$ cat src/rtl/serial_pair_tx.sv
// Serializes WIDTH-bit words MSB first and counts "11" pairs per word,
// including a pair that straddles two back-to-back words.
module serial_pair_tx #(
  parameter int WIDTH = 8
) (
  input  logic                       clk,
  input  logic                       rst_n,
  input  logic [WIDTH-1:0]           data_in,
  input  logic                       data_valid,
  output logic                       data_ready,
  output logic                       out,
  output logic                       out_valid,
  output logic [$clog2(WIDTH+1)-1:0] pair_count,
  output logic                       count_valid
);

  localparam int CW = $clog2(WIDTH+1);
  localparam int IW = $clog2(WIDTH);
  localparam logic [IW-1:0] LAST_IDX = IW'(WIDTH-1);

  typedef enum logic {IDLE, SHIFT} state_t;

  state_t          state, state_next;
  logic [IW-1:0]   idx;
  logic [WIDTH-1:0] sreg;
  logic            prev_bit;
  logic [CW-1:0]   cnt;
  logic            last;
  logic            accept;
  logic            pair;

  // data_ready is gated by rst_n so it reads 0 for the whole reset window
  always_comb begin
    state_next = state;
    last       = (state == SHIFT) && (idx == LAST_IDX);
    data_ready = rst_n && ((state == IDLE) || last);
    accept     = data_valid && data_ready;
    pair       = out_valid && out && prev_bit;
    case (state)
      IDLE:    if (accept) state_next = SHIFT;
      SHIFT:   if (last && !accept) state_next = IDLE;
      default: state_next = IDLE;
    endcase
  end

  always_ff @(posedge clk or negedge rst_n) begin
    if (!rst_n) state <= IDLE;
    else        state <= state_next;
  end

  always_ff @(posedge clk or negedge rst_n) begin
    if (!rst_n) begin
      idx         <= '0;
      sreg        <= '0;
      out         <= 1'b0;
      out_valid   <= 1'b0;
      prev_bit    <= 1'b0;
      cnt         <= '0;
      pair_count  <= '0;
      count_valid <= 1'b0;
    end else begin
      count_valid <= 1'b0;
      prev_bit    <= out_valid && out;
      // cnt restarts on bit 0 so a straddling pair lands in the new word
      if (state == SHIFT) begin
        cnt <= ((idx == '0) ? '0 : cnt) + CW'(pair);
        if (last) begin
          pair_count  <= cnt + CW'(pair);
          count_valid <= 1'b1;
        end
      end
      if (accept) begin
        out       <= data_in[WIDTH-1];
        sreg      <= {data_in[WIDTH-2:0], 1'b0};
        out_valid <= 1'b1;
        idx       <= '0;
      end else if ((state == SHIFT) && !last) begin
        out       <= sreg[WIDTH-1];
        sreg      <= {sreg[WIDTH-2:0], 1'b0};
        idx       <= idx + IW'(1);
      end else begin
        out       <= 1'b0;
        out_valid <= 1'b0;
        idx       <= '0;
      end
    end
  end

endmodule
$ cat config.mk
export PLATFORM = sky130hd
export DESIGN_NAME = serial_pair_tx
export DESIGN_NICKNAME = d
export VERILOG_FILES = /design/src/rtl/serial_pair_tx.sv
export SDC_FILE = /design/constraint.sdc
export NUM_CORES = 1
export LEC_CHECK = 0
export ABC_AREA = 1
export CAP_MARGIN = 15
export CORE_MARGIN = 2
export CORE_UTILIZATION = 30
export DETAILED_ROUTE_END_ITERATION = 6
export GPL_TIMING_DRIVEN = 0
export HOLD_SLACK_MARGIN = 0.08
export SLEW_MARGIN = 0
export SYNTH_ARGS = -nofsm -noshare
export SYNTH_HDL_FRONTEND = slang
export SYNTH_SLANG_ARGS = --single-unit
$ cat constraint.sdc
create_clock -name clk -period 3.8 [get_ports clk]
set_clock_uncertainty 0.1 [all_clocks]
set_input_delay 0.57 -clock clk [delete_from_list [all_inputs] [get_ports clk]]
set_output_delay 0.57 -clock clk [all_outputs]
set_load 0.005 [all_outputs]
==> flow_summary.toml <==
[run_status]
status = "completed"

[sta]
rsz0062_at_grt = "no"
final_hold_viol_count = 0
finalSetupTns_ns = 0
final.setup.worst_slack_ns = 0.755
finalCritPeriodShare_pct = 80.1
timing.final.crit_period_ns = 3.04
finalMaxSlewViolations = 0
fmax_ghz = 0.328
tightest_slew_ns = 0.497
setup_violations = 0
relSlewSlack_pct = 66.8

[finish]
syn2layout_area_growth_pct = 26.7
fin_area_mm2 = 0.00144
ff_latch_area_um2 = 576
drive_gt1_share_pct = 12.2
diodes = 0
multi_input_area_um2 = 445
fillers = 393
utilization_pct = 39.5
nets = 167

[synthesis]
synthMuxAreaShare_pct = 0
yosysMostFrequentCell = "nand2_1"
synth_cell_types = 20
synth_ff_type = "dfrtp_1"
synth_compound_area_share_pct = 3.09
synth.area.top_cells = "dfrtp_1 51%, nand2_1 12%, ha_1 7.7%, nand4_1 4.4%, inv_1 4.3%"
synth_top_family_by_area = "simple AND/OR/NAND/NOR gates"
synth_cells = 126
syn_area_per_cell_um2 = 8.99
synth_edf_count = 0
ys_async_sr_fraction_pct = 100
seq_area_frac_synth_pct = 50.8
yosys.area.top_type_share_pct = 50.8
synthAdderAreaFrac_pct = 7.73
synth_common_cells = "37 x nand2_1, 23 x dfrtp_1, 13 x inv_1"
synth_area_leader_cell = "dfrtp_1"
synthXorXnorAreaFrac_pct = 0.773
synth-warning-count = 0
syn_nets = 144
yosys_register_bits = 23
yosys.area_share.simple_pct = 27.7
netlist_area_mm2 = 0.00113

[clocking]
cts_num_sinks = 23
insertion_delay_ns = 0.26
cts.repair.resized = 0
cts.hold.buffers_added = 0
cts_root_buf = "clkbuf_8"
htreeDepth = 1
postCtsSetupBuffers = 0
cts_buffers = 3
max-clock-path-buffers = 2
cts_tree = "yes"
cts.clk_slew.worst_paths_ns = 0.08

[setup_path]
critPathKind = "in -> out"
rr_worst_depth = 9
arrival_ns = 2.37
crit_path_end_kind = "output pin"
reg2reg_to = "cnt[1]$_DFFE_PN0P_"
crit_fanout = 16
reg2reg_slack_ns = 2.13
required_ns = 3.13
regToRegStartpoint = "idx[0]$_DFF_PN0_"
start_kind = "input pin"

[placed_design]
post_dp_cell_area_mm2 = 0.00136
port-buffer-count = 17
place_ws_ns = 0.385
gp_congestion = 0.728
post-dp-hpwl_um = 1430

[route]
first_pass_iters = 4
wire_per_inst_um = 9.81
ant_nets = 0
drc = 0
vias_per_cell = 4.39
routed_wl_um = 1920
vias = 860
drtIter0Drc = 56

[min_path]
min_path_cells = 1
worstHoldStart = "idx[0]$_DFF_PN0_"
hold_end = "idx[0]$_DFF_PN0_"
hold_class = "reg -> reg"

[grt]
grt_pass1_vias = 834
grt_overflow_total = 0
track_usage_pct = 10.5
grt_start_max_net_pins = 25
grt_pass1_wl_um = 3480
antenna_found_initial = 0

[die]
die_h_um = 65.4
initial_core_util_pct = 31.2
fp.dieW_um = 65.4
rows = 22
coreArea_mm2 = 0.00363
die_area_mm2 = 0.00428
io_pins = 19

[power]
p_leak_uw = 0.000727
powerDensity_mw_per_mm2 = 581
ir_worst_vdd_mv = 0.281
power.total_uw = 834

[flow_run]
drv_cap = 0
==> area by class of cell <==
type	instances	share of cell area (%)
plain buffers	4	2.88
clock buffers	4	3.14
inverters	18	4.88
multi-input cells	81	31.0
flip-flops and latches	23	40.1
well taps	48	4.18
repair buffers	18	13.8
==> metrics by stage <==
stage	std cells	hold slack, ns
CTS	195	0.367
global placement	191	0.344
global route	196	0.395
detailed placement	191	0.356
floorplan	126	0.174
finish	196	0.362
==> metal layers <==
layer	track usage [%]	vias to the layer above	part of all wire (%)
li1	-	438	-
met2	18.2	19	48
met1	12.5	400	46
met4	2.34	0	0.99
met5	0	-	0
met3	3.60	3	5.4
==> state kept, by name (all words and copies together), names as in the netlist <==
signal,cells
sreg,7
cnt,4
pair_count,4
idx,3
count_valid,1
out,1
out_valid,1
prev_bit,1
state,1
==> critical path, cell delays in order <==
cell and delay [ns]:
clkdlybuf4s50_1 0.78, buf_16 0.21, buf_6 0.15, inv_4 0.05, nor2_4 0.10, clkdlybuf4s50_1 0.50
==> worst max path at each step <==
stage,start,endpoint,cells past startpoint
3_3_place_gp,rst_n,data_ready,5
6_report,rst_n,data_ready,6
3_5_place_dp,rst_n,data_ready,5
4_1_cts,rst_n,data_ready,5
2_1_floorplan,idx[0]$_DFF_PN0_,data_ready,6
5_1_grt,rst_n,data_ready,6
==> layout by cell type (no fill, tap or decap) <==
cell type and instances:
nand2_1 37, dfrtp_1 23, clkdlybuf4s50_1 17, inv_1 13
nor2_1 9, nand3_1 9, nand4_1 8, ha_1 7
inv_2 4, buf_6 3, clkbuf_8 3, o21ai_1 2
o21ai_0 2, inv_4 1, nand2_4 1, nor2_4 1
nand2_2 1, buf_4 1, nand3_2 1, o21a_4 1
xnor2_1 1, nand3b_1 1, clkbuf_1 1, buf_16 1
==> kinds of logic (layout without fill, tap and decap cells) <==
family          Yosys count  count (layout)
xor+xnor                  1               1
buf+inv                  22              44
fa+ha+maj                 7               7
compound gates            5               5
flops                    23              23
simple gates             68              68
==> power breakdown <==
| part | leakage (uW) | internal, uW | switching, uW |
|---|---|---|---|
| combinational | 0.000398 | 155 | 172 |
| clock | 0.0000228 | 74.8 | 75.5 |
| sequential | 0.000306 | 319 | 38.6 |
| total | 0.000727 | 549 | 286 |
(Power assumes the default switching activity.)
